===== src/rtl/leds7_scan_decoder.sv =====
// Receive-side decoder for a multiplexed 4-digit seven-segment bus; rebuilds BCD frames.
// Optional error counter port enabled by defining LEDS7_ERR_COUNT_EN.
module leds7_scan_decoder #(
   parameter int unsigned STABLE_CYCLES = 4
) (
   input  logic        clk,
   input  logic        reset_n,
   input  logic [6:0]  seg_in,
   input  logic [3:0]  dig_sel,
   output logic [15:0] digits_out,
   output logic        out_valid,
   input  logic        out_ready,
   output logic        code_err,
   output logic [1:0]  err_digit
`ifdef LEDS7_ERR_COUNT_EN
   ,
   output logic [7:0]  err_count
`endif
);

   typedef enum logic [1:0] {IDLE, DWELL, DONE} state_t;

   state_t      state, state_nx;
   logic [6:0]  smp_seg;
   logic [3:0]  smp_sel;
   logic [7:0]  cnt, cnt_nx;
   logic [15:0] shadow;
   logic [3:0]  seen;
   logic        one_hot, same, decode, legal, load;
   logic [3:0]  nib;
   logic [1:0]  idx;

   // The incoming value is compared against the sample register, so the count
   // equals the number of consecutive identical samples including this edge.
   assign one_hot = (dig_sel != 4'd0) && ((dig_sel & (dig_sel - 4'd1)) == 4'd0);
   assign same    = (seg_in == smp_seg) && (dig_sel == smp_sel);
   assign load    = (&seen) && (!out_valid || out_ready);

   always_comb begin
      idx = 2'd0;
      case (dig_sel)
         4'b0010: idx = 2'd1;
         4'b0100: idx = 2'd2;
         4'b1000: idx = 2'd3;
         default: idx = 2'd0;
      endcase
   end

   always_comb begin
      legal = 1'b1;
      nib   = 4'd0;
      case (seg_in)
         7'b1111110: nib = 4'd0;
         7'b0110000: nib = 4'd1;
         7'b1101101: nib = 4'd2;
         7'b1111001: nib = 4'd3;
         7'b0110011: nib = 4'd4;
         7'b1011011: nib = 4'd5;
         7'b0011111: nib = 4'd6;
         7'b1110000: nib = 4'd7;
         7'b1111111: nib = 4'd8;
         7'b1110011: nib = 4'd9;
         default:    legal = 1'b0;
      endcase
   end

   always_comb begin
      state_nx = state;
      cnt_nx   = cnt;
      decode   = 1'b0;
      case (state)
         IDLE: begin
            if (one_hot) begin
               state_nx = DWELL;
               cnt_nx   = 8'd1;
            end else begin
               cnt_nx = 8'd0;
            end
         end
         DWELL: begin
            if (!one_hot) begin
               state_nx = IDLE;
               cnt_nx   = 8'd0;
            end else if (!same) begin
               cnt_nx = 8'd1;
            end else if (cnt == 8'(STABLE_CYCLES - 1)) begin
               decode   = 1'b1;
               state_nx = DONE;
               cnt_nx   = 8'(STABLE_CYCLES);
            end else begin
               cnt_nx = cnt + 8'd1;
            end
         end
         DONE: begin
            if (!one_hot) begin
               state_nx = IDLE;
               cnt_nx   = 8'd0;
            end else if (!same) begin
               state_nx = DWELL;
               cnt_nx   = 8'd1;
            end
         end
         default: begin
            state_nx = IDLE;
            cnt_nx   = 8'd0;
         end
      endcase
   end

   always_ff @(posedge clk or negedge reset_n) begin
      if (!reset_n) begin
         state      <= IDLE;
         cnt        <= '0;
         smp_seg    <= '0;
         smp_sel    <= '0;
         shadow     <= '0;
         seen       <= '0;
         digits_out <= '0;
         out_valid  <= 1'b0;
         code_err   <= 1'b0;
         err_digit  <= '0;
      end else begin
         state   <= state_nx;
         cnt     <= cnt_nx;
         smp_seg <= seg_in;
         smp_sel <= dig_sel;
         if (decode && legal) shadow[{idx, 2'b00} +: 4] <= nib;
         // A frame load reads shadow before this cycle's write; the new digit
         // is credited to the next frame.
         seen <= (load ? 4'd0 : seen) | ((decode && legal) ? (4'd1 << idx) : 4'd0);
         if (load) begin
            digits_out <= shadow;
            out_valid  <= 1'b1;
         end else if (out_ready) begin
            out_valid <= 1'b0;
         end
         code_err <= decode && !legal;
         if (decode && !legal) err_digit <= idx;
      end
   end

`ifdef LEDS7_ERR_COUNT_EN
   always_ff @(posedge clk or negedge reset_n) begin
      if (!reset_n) err_count <= '0;
      else if (code_err && (err_count != 8'hFF)) err_count <= err_count + 8'd1;
   end
`endif

endmodule


===== config.mk =====
export PLATFORM = sky130hd
export DESIGN_NAME = leds7_scan_decoder
export DESIGN_NICKNAME = d
export VERILOG_FILES = /design/src/rtl/leds7_scan_decoder.sv
export SDC_FILE = /design/constraint.sdc
export NUM_CORES = 1
export LEC_CHECK = 0
export CAP_MARGIN = 25
export CELL_PAD_IN_SITES_DETAIL_PLACEMENT = 0
export CELL_PAD_IN_SITES_GLOBAL_PLACEMENT = 1
export CORE_ASPECT_RATIO = 0.9
export CORE_MARGIN = 2
export CORE_UTILIZATION = 25
export DETAILED_ROUTE_END_ITERATION = 10
export GPL_ROUTABILITY_DRIVEN = 0
export GPL_TIMING_DRIVEN = 1
export PLACE_DENSITY = 0.53
export SYNTH_ARGS = -nofsm -noshare
export SYNTH_HDL_FRONTEND = slang
export SYNTH_SLANG_ARGS = --single-unit

===== constraint.sdc =====
create_clock -name clk -period 2.2 [get_ports clk]
set_input_delay 0.33 -clock clk [delete_from_list [all_inputs] [get_ports clk]]
set_output_delay 0.33 -clock clk [all_outputs]
set_load 0.05 [all_outputs]

# After elaboration in Yosys (flattened, before gate mapping)
# Cells that the tools add are included.
# totals
n_memories,0
mem_bits_rw,0
regBits,61
word_cells,81
out_inout_bits,20
latchBits,0
romBits,0
# op_classes
n_lt_le_gt_ge,0
n_eq_ne,22
muxes,26
div,0
n_mul,0
bitwise,2
shifts,3
n_addsub,3
n_reduce_logical,15
# op_table
op,n
== test 7 bit (second input constant),7
two-way mux 8 bit,5
one-hot mux 4 bit (9 select lines),1
one-hot mux 8 bit (3 select lines),1
bitwise mux 16 bit,1
variable shift 4 x 6 -> 16 bit (first input constant),1
variable part select 4 x 6 -> 16 bit,1
== test 7 x 6 -> 1 bit (second input constant),2
two-way mux 2 bit,6
one-hot mux 2 bit (3 select lines),2
OR reduction 10 bit,1
inequality test 3 bit (second input constant),3
adder 8 x 1 -> 8 bit (second input constant),1
== test 8 x 2 -> 1 bit (second input constant),1
two-way mux 1 bit,8
two-way mux 4 bit,2
AND reduction 4 bit,2
== test 7 x 5 -> 1 bit (second input constant),1
== test 7 bit,1
negator 4 -> 6 bit,1
logical AND 1 bit,5
bitwise AND 4 bit,1
== test 4 x 2 -> 1 bit (second input constant),1
== test 4 x 3 -> 1 bit (second input constant),1
other kinds (14),15

# Longest topological paths before layout
# Gate-level depths: netlist (run 1).
# logic_depth
depth_word,9
depth_mapped,9
mapped_depth_nobuf,9

# Worst setup path before layout (run 1)
# OpenSTA, ideal clock, no wires.
# synth_path
kind,input port to flip-flop
from,input seg_in[2]
to,register shadow[0]
required_ps,2075
slack_ps,-38
t_arrival_ps,2113
setup_ps,125
cell_stages,6
cell_sequence,buf_6 xor2_1 nor4_2 nand4b_4 a2111oi_4 mux2_2
# synth_between
elab_chain_cells,6
elab_cells_between_ends,21
# synth_rtl
item,line,source
"start, declared",8,"input logic [6:0] seg_in,"
branches (longest 6 deep; another with variable part select 4 x 6 -> 16 bit),--,
"end signal, assigned by index",127,"if (decode && legal) shadow[{idx, 2'b00} +: 4] <= nib;"
"end, declared",27,logic [15:0] shadow;
# Parallel ways; which one is timed is not known.
# A chain may end at the register's enable or synchronous reset.

# Worst setup path after layout (run 1)
# layout_path
from,input seg_in[4]
to,register shadow[9]
# Same word-level chain as after synthesis.

==> flow_summary.yaml, run 1 <==
run:
  cap_violations: 0
layout:
  ff_latch_area_mm2: 0.00153
  fillers: 1217
  area_delta_synth_final_pct: 42.4
  final_util_pct: 36.6
  drive_gt1_share_pct: 34.8
  layout_commonest_cell: "dfrtp_1"
  insertedDiodeCount: 0
  fin_nets: 387
  multiInputGateArea_mm2: 0.00152
  mostFrequentLayoutCells: "61 x dfrtp_1, 58 x buf_4, 23 x nor2_1"
pwr:
  p_comb_share_pct: 8.6
  finalPower_mw: 2.78
  internal-power_mw: 2.15
  cellPowerDensity_mw_per_mm2: 625
  switching_power_mw: 0.624
  p_leak_nw: 2.06
  switching_share_pct: 22.5
  pwr-share-seq_pct: 41.2
  clkPwrFrac_pct: 50.2
  ir_worst_vdd_mv: 0.364
floorplanning:
  rows: 38
  dieArea_mm2: 0.0134
  die_h_um: 110
  die_w_um: 122
  initial_utilization_pct: 25.7
  top_level_ports: 34
  core_area_mm2: 0.0121
clock_network:
  cts.sinks: 61
  hold_buffers: 0
  tritoncts: "built"
  cts-buffers-inserted: 9
  cts.path.max_buffers: 2
  insertion_delay_ps: 320
  cts.clk_slew.worst_paths_ps: 50
  h-tree-depth: 3
  cts-root-buf: "clkbuf_16"
synth:
  syn_area_per_cell_um2: 11.6
  synth_flop_cell: "dfrtp_1"
  synth_seq_cells: 61
  synth_top_area_share_pct: 49.0
  synth_warnings: 0
  synth_top_area_cell: "dfrtp_1"
  synth_edf_count: 0
  synth_fp_nets: 290
  ys_types: 48
  seq_area_frac_synth_pct: 49.0
  synth_area_leaders: "dfrtp_1 49%, mux2_2 10%, xor2_1 4.2%"
  syn_area_mm2: 0.00312
  synth-async-reset-ratio_pct: 100
  synthCells: 269
timing:
  finClkSkew_ps: 6.02
  slew_violations: 0
  hold_viol: 0
  setup_viol: 0
  fmax_mhz: 473
  layout_min_cycle_time_ps: 2110
  period_share_pct: 96.0
  maxSlewHeadroom_pct: 59.2
  rsz0062_at_grt: "no"
  tightest_slew_ps: 612
status:
  outcome: "completed"
global_routing:
  grtUsageMet1_pct: 16.1
  antenna_found_initial: 0
  grt_first_pass_wirelength_mm: 12.0
  grt_max_degree: 38
  gr-usage-met2_pct: 17.4
  busiest_layer: "met2"
  gr-total-overflow: 0
  grt_usage_pct: 11.5
  use_met3_pct: 2.33
  grt_pass1_vias: 2352
critical_path:
  path_max_fanout: 7
  worstSetupPathType: "in2reg"
  arrival_ps: 2310
  endpoint_kind: "flip-flop"
  required_ps: 2400
  slowest_stage: "or4_4"
  slowest_delay_ps: 500
  cp-start-kind: "input pin"
  crit_chain: "clkdlybuf4s15_1 > nand3_2 > or4_4 > o21a_1 > buf_12 > a2111oi_4 > buf_4 > mux2_2"
drt:
  post_drt_wl_per_cell_um: 13.4
  antenna_left: 0
  first_pass_iters: 4
  vias: 2323
  via_per_inst: 4.37
  drc: 0
  drtIter0Drc: 70
  finalWirelength_mm: 7.10
worst_hold_path:
  worstHoldPathType: "in2async"
placement:
  io_buffer_count: 33
  hpwl_mm: 5.26
[synth_stat cells, types with 5 or more instances]
library cell  number
mux2_2            29
inv_1             11
xor2_1            15
o21ai_0            6
nand2_1           19
ha_1               7
nor2_1            23
nand3_1            6
nor3_1             8
and3_1             7
dfrtp_1           61
a221o_1            5
mux2i_1            5
[power by group through the flow]
stage | clock network [mW] | registers [mW] | logic, mW
detailed placement | 0 | 1.16 | 0.245
global route | 1.49 | 1.14 | 0.267
finish | 1.39 | 1.14 | 0.238
global placement | 0 | 1.16 | 0.244
floorplan | 0 | 1.16 | 0.109
CTS | 1.45 | 1.14 | 0.239
[stage by stage]
stage	TNS (ps)	area [um2]	cells	hold WS, ps	setup WS [ps]
5_1_grt	0	4440	531	67.2	0.0240
3_5_place_dp	-14210	4100	511	384	-607
3_3_place_gp	-13340	4100	511	375	-554
2_1_floorplan	0	3140	269	34.4	3.55
4_1_cts	0	4400	528	35.2	3.40
6_report	0	4440	531	20.4	87.9
[flip-flops by register name (all words and copies together) (netlist names)]
| register | cells |
|---|---|
| digits_out | 16 |
| shadow | 16 |
| cnt | 8 |
| smp_seg | 7 |
| seen | 4 |
| smp_sel | 4 |
| err_digit | 2 |
| state | 2 |
| code_err | 1 |
| out_valid | 1 |
[final cells by class]
class | instances | area share, %
Timing Repair Buffer | 97 | 19.2
Tap cell | 160 | 4.51
Inverter | 12 | 1.01
Clock inverter | 4 | 1.07
Sequential cell | 61 | 34.4
Multi-Input combinational cell | 185 | 34.3
Clock buffer | 12 | 5.55
[worst max-delay path: cells and delay by family]
kind	cells	cell delay, ps
mux	1	330
compound gates	2	470
buf+inv	3	590
simple gates	2	590
[timing repair]
| item | CTS | global route |
|---|---|---|
| pin swaps | 5 | 6 |
| setup endpoints to repair | 26 | 15 |
| setup buffers | 1 | 3 |
| gates resized for setup | 20 | 10 |
[cells by family after synthesis]
group           after synthesis  synth area share [%]
simple gates                 92                  16.5
flops                        61                  49.0
mux                          34                  12.1
compound gates               33                  10.6
buf+inv                      23                  3.73
xor+xnor                     19                  5.34
fa+ha+maj                     7                  2.81
[routing by layer]
| metal | share of wire [%] | up-vias |
|---|---|---|
| li1 | - | 1150 |
| met1 | 50 | 1134 |
| met2 | 45 | 29 |
| met3 | 2.8 | 10 |
| met4 | 1.4 | 0 |
| met5 | 0 | - |
[final timing paths]
| check | to | cells past startpoint | start | slack [ps] |
|---|---|---|---|---|
| max | shadow[9] | 8 | seg_in[4] | 90 |
| min | digits_out[4] | 1 | reset_n | 20 |
| max reg2reg | shadow[9] | 8 | smp_sel[1] | 150 |
| min reg2reg | seen[3] | 1 | seen[3] | 480 |
| max in group asynchronous | cnt[7] | 2 | reset_n | 1560 |
| min in group clk | smp_seg[0] | 1 | seg_in[0] | 240 |
Note: power is estimated with default switching activity, not from simulation.
==> run 2, diff against run 1 <==
--- a/config.mk
+++ b/config.mk
@@ -15,6 +15,7 @@
 export GPL_ROUTABILITY_DRIVEN = 0
 export GPL_TIMING_DRIVEN = 1
 export PLACE_DENSITY = 0.53
+export SLEW_MARGIN = 15
 export SYNTH_ARGS = -nofsm -noshare
 export SYNTH_HDL_FRONTEND = slang
 export SYNTH_SLANG_ARGS = --single-unit
==> results of run 2 <==
Same layout as run 1: the final DEF is identical, and so are final timing and power.
==> run 3, diff against run 2 <==
--- a/config.mk
+++ b/config.mk
@@ -15,6 +15,7 @@
 export GPL_ROUTABILITY_DRIVEN = 0
 export GPL_TIMING_DRIVEN = 1
 export PLACE_DENSITY = 0.53
+export SETUP_SLACK_MARGIN = 0.15
 export SLEW_MARGIN = 15
 export SYNTH_ARGS = -nofsm -noshare
 export SYNTH_HDL_FRONTEND = slang
==> run 3 against run 2 <==
Critical endpoint is now shadow[15]. Clock power about the same. Sequential power is essentially flat. Cell area increased by 2.9%. Worst setup slack improved by 45 ps. Clock skew up 3.6 ps. Critical path depth decreased by 2.
==> flow_summary.yaml, run 3 (synthesis results as in run 1) <==
clock_network:
  hold_buffers: 0
  insertion_delay_ps: 330
  cts-buffers-inserted: 9
  h-tree-depth: 3
  tritoncts: "built"
  cts.sinks: 61
  cts-root-buf: "clkbuf_16"
  cts.path.max_buffers: 2
  cts.clk_slew.worst_paths_ps: 60
timing:
  fmax_mhz: 484
  finClkSkew_ps: 9.60
  period_share_pct: 93.9
  slew_violations: 0
  tightest_slew_ps: 505
  fin_ws_ps: 133
  layout_min_cycle_time_ps: 2070
  maxSlewHeadroom_pct: 66.2
  rsz0062_at_grt: "yes"
  setup_viol: 0
  hold_viol: 0
pwr:
  switching_share_pct: 22.7
  switching_power_mw: 0.634
  internal-power_mw: 2.16
  p_leak_nw: 2.09
  clkPwrFrac_pct: 50.0
  pwr-share-seq_pct: 41.0
  cellPowerDensity_mw_per_mm2: 611
  ir_worst_vdd_mv: 0.303
  p_comb_share_pct: 9.1
run:
  cap_violations: 0
placement:
  place_inst: 514
  io_buffer_count: 33
  hpwl_mm: 5.23
  preCtsSetupSlack_ps: -633
drt:
  post_drt_wl_per_cell_um: 13.5
  drtIter0Drc: 76
  antenna_left: 0
  via_per_inst: 4.39
  first_pass_iters: 4
  vias: 2346
  drc: 0
  finalWirelength_mm: 7.24
critical_path:
  arrival_ps: 2270
  required_ps: 2400
  worstSetupPathType: "in2reg"
  endpoint_kind: "flip-flop"
  cp-start-kind: "input pin"
  r2r_cells: 8
  path_max_fanout: 7
global_routing:
  grt_first_pass_wirelength_mm: 12.2
  grt_pass1_vias: 2439
  gr-total-overflow: 0
  antenna_found_initial: 0
  grt_usage_pct: 11.8
  grt_max_degree: 62
floorplanning:
  top_level_ports: 34
  dieArea_mm2: 0.0134
  initial_utilization_pct: 25.7
  die_w_um: 122
  rows: 38
  core_area_mm2: 0.0121
  die_h_um: 110
status:
  outcome: "completed"
layout:
  area_delta_synth_final_pct: 46.6
  reg_top3: "digits_out (16), shadow (16), cnt (8)"
  fin_nets: 391
  multiInputGateArea_mm2: 0.00162
  insertedDiodeCount: 0
  drive_gt1_share_pct: 40.0
  mostFrequentLayoutCells: "61 x dfrtp_1, 60 x buf_4, 21 x clkdlybuf4s50_1"
  instances_no_fill: 535
  layout_commonest_cell: "dfrtp_1"
  fillers: 1231
  ff_latch_area_mm2: 0.00153
worst_hold_path:
  worstHoldPathType: "in2async"
run 3: per-stage QoR:
stage | util [%] | total power [mW] | TNS [ps] | hold WS (ps) | cell area, um2
6_report | 37.7 | 2.79 | 0 | 11.3 | 4570
5_1_grt | 37.7 | 2.92 | 0 | 25.3 | 4570
4_1_cts | 37.3 | 2.83 | 0 | 19.7 | 4530
3_5_place_dp | 34.0 | 1.41 | -14850 | 371 | 4130
3_3_place_gp | 34.0 | 1.41 | -13920 | 364 | 4130
2_1_floorplan | - | 1.28 | 0 | 34.4 | 3180
run 3: final timing paths:
path	from	end	slack [ps]
max	seg_in[5]	shadow[15]	130
min	reset_n	digits_out[4]	10
max reg2reg	smp_seg[0]	shadow[15]	160
min reg2reg	digits_out[12]	digits_out[12]	500
max in group asynchronous	reset_n	smp_seg[1]	1920
min in group clk	dig_sel[1]	smp_sel[1]	200
run 3: worst max-delay path, cell delays in order:
cell	delay, ps
dlygate4sd2_1	300
or4_4	580
o21a_4	200
a2111oi_4	350
buf_4	200
mux2_4	300
run 3: final cells by class:
type,count,share of cell area [%]
multi-input combinational,185,35.4
clock inverter,4,1.04
tap,160,4.38
sequential,61,33.4
clock buffer,12,5.40
inverter,12,1.07
timing repair buffer,101,19.3
run 3: metal layers:
metal	part of all wire, %	up-vias	global-route usage [%]
li1	-	1159	-
met1	50	1148	15.8
met2	45	31	18.3
met3	2.9	8	3.37
met4	1.3	0	3.69
met5	0	-	0
run 3: what timing repair did:
item,4_1_cts,5_1_grt
setup endpoints to repair,29,22
buffers inserted,4,1
pin swaps,5,3
resized for setup,37,16
run 3: power by group through the flow:
stage          sequential (mW)  combinational (mW)  clock [mW]
6_report                  1.14               0.254        1.40
4_1_cts                   1.14               0.252        1.43
3_5_place_dp              1.16               0.246           0
3_3_place_gp              1.16               0.245           0
2_1_floorplan             1.16               0.113           0
5_1_grt                   1.14               0.283        1.49
==> edit, RTL diff (config.mk and constraints of run 1) <==
Encoding of `state_t`: now one-hot (3 bits for 3 states).
--- a/src/rtl/leds7_scan_decoder.sv
+++ b/src/rtl/leds7_scan_decoder.sv
@@ -18,7 +18,7 @@
 `endif
 );
 
-   typedef enum logic [1:0] {IDLE, DWELL, DONE} state_t;
+   typedef enum logic [2:0] {IDLE = 3'b001, DWELL = 3'b010, DONE = 3'b100} state_t;
 
    state_t      state, state_nx;
    logic [6:0]  smp_seg;
Formal check against the unedited RTL: no difference found for any inputs over 10 cycles, from zero or initial values and one cycle with reset_n low; not proved beyond that.
==> edit against run 1 <==
The flow now finishes with violations (hold timing). Routed wire length is 5.5% lower. Synthesized area decreased by 4.5%. Sequential cell count is 1 higher. Utilization increased by 0.93 points. Worst setup slack better by 0.022 ns. Power increased by 9.1%. Clock skew up 0.0028 ns. Final area down 2.5%. Critical endpoint is now shadow[15]. Largest power group unchanged.
==> edit: results (changes against run 1) <==
outcome = finished, violations left (was finished clean)
failing checks = hold timing
comb pwr = 0.248 mW (was 0.238 mW)
minimum hold slack = -0.00384 ns (was 0.0204 ns)
Fin. Hold Viols = 4 (was 0)
met2 GRT Util = 0.174 (about the same)
Unique masters post-synth = 42 (was 48)
top cells by count, synth = dfrtp_1, nand2_1, o21ai_0, xnor2_1, mux2_2 (was dfrtp_1, mux2_2, nor2_1)
met1 Usage GRT = 0.159 (was 0.161)
adder-cell share of the synthesized area = 0.0210 (was 0.0281)
sequential area share after synthesis = 0.522 (was 0.490)
Cells after Synth = 290 (was 269)
Synth Area in Compound Gates = 0.106 (about the same)
vias in the first global route = 2392 (was 2352)
Syn Nets = 309 (was 290)
placement-stage worst setup slack = -0.330 ns (was -0.607 ns)
mux cell area share after synthesis = 0.0681 (was 0.121)
DR vias/cell = 4.31 (was 4.37)
Clock Power = 1.61 mW (was 1.39 mW)
peak supply drop = 0.000412 V (was 0.000364 V)
Final Skew = 0.00880 ns (was 0.00602 ns)
delay-heaviest family, CP = simple AND/OR/NAND/NOR gates (was buffers and inverters)
Switching Fraction = 0.212 (was 0.225)
static leakage = 1.89 nW (was 2.06 nW)
Fillers = 1151 (was 1217)
post-synth top area share = 0.513 (was 0.490)
Worst Max-Slew Pin Slew = 0.543 ns (was 0.612 ns)
top post-synthesis cells by area = dfrtp_1, mux2_2, xnor2_1 (was dfrtp_1, mux2_2, xor2_1)
total wire length = 6710 microns (was 7100 microns)
CP peak stage delay = 0.46 ns (was 0.50 ns)
largest net degree at the start of global routing = 27 (was 38)
## edit: cells by family (layout without fill, tap and decap cells)
| logic type | Yosys count | after routing |
|---|---|---|
| and+or+nand+nor | 104 | 104 |
| DFF | 62 | 62 |
| AOI/OAI and AO/OA | 53 | 53 |
| buffers and inverters | 25 | 119 |
| xor gates and xnor gates | 23 | 23 |
| muxes | 18 | 18 |
| adders and majority gates | 5 | 5 |
## edit: cell type report
class	instances	area (sq um)	area share
repair buffers	91	798	0.184
clock inverters	6	110	0.0254
clock buffers	10	229	0.0529
well taps	156	195	0.0451
flip-flops and latches	62	1550	0.359
inverters	12	45.0	0.0104
multi-input cells	203	1400	0.323
## edit: metal layers
layer,vias up,share of wire
met3,5,0.032
li1,1192,-
met1,1104,0.51
met4,0,0.0098
met2,29,0.45
met5,-,0
## edit: worst paths after layout
kind | start | to | slack (ns) | cells past startpoint
max in group asynchronous | reset_n | shadow[0] | 1.58 | 2
min | reset_n | smp_sel[1] | -0.004 | 1
max reg2reg | cnt[4] | shadow[15] | 0.11 | 8
min in group clk | dig_sel[1] | smp_sel[1] | 0.40 | 2
max | cnt[4] | shadow[15] | 0.11 | 8
min reg2reg | shadow[7] | shadow[7] | 0.48 | 2
## edit: per-stage QoR
step | instance area [sq um] | total power [mW] | hold slack (ns)
after detailed placement | 3900 | 1.43 | 0.357
after CTS | 4240 | 3.06 | 0.0152
after floorplan | 2980 | 1.30 | 0.0344
final | 4330 | 3.03 | -0.00384
after global routing | 4330 | 3.15 | 0.0295
after global placement | 3900 | 1.43 | 0.354
## edit: repair_timing
item / CTS / global route
endpoints found under the setup margin: 0 / 27
gates resized for setup: 0 / 18
hold endpoints to repair: 0 / 0
setup buffers: 0 / 1
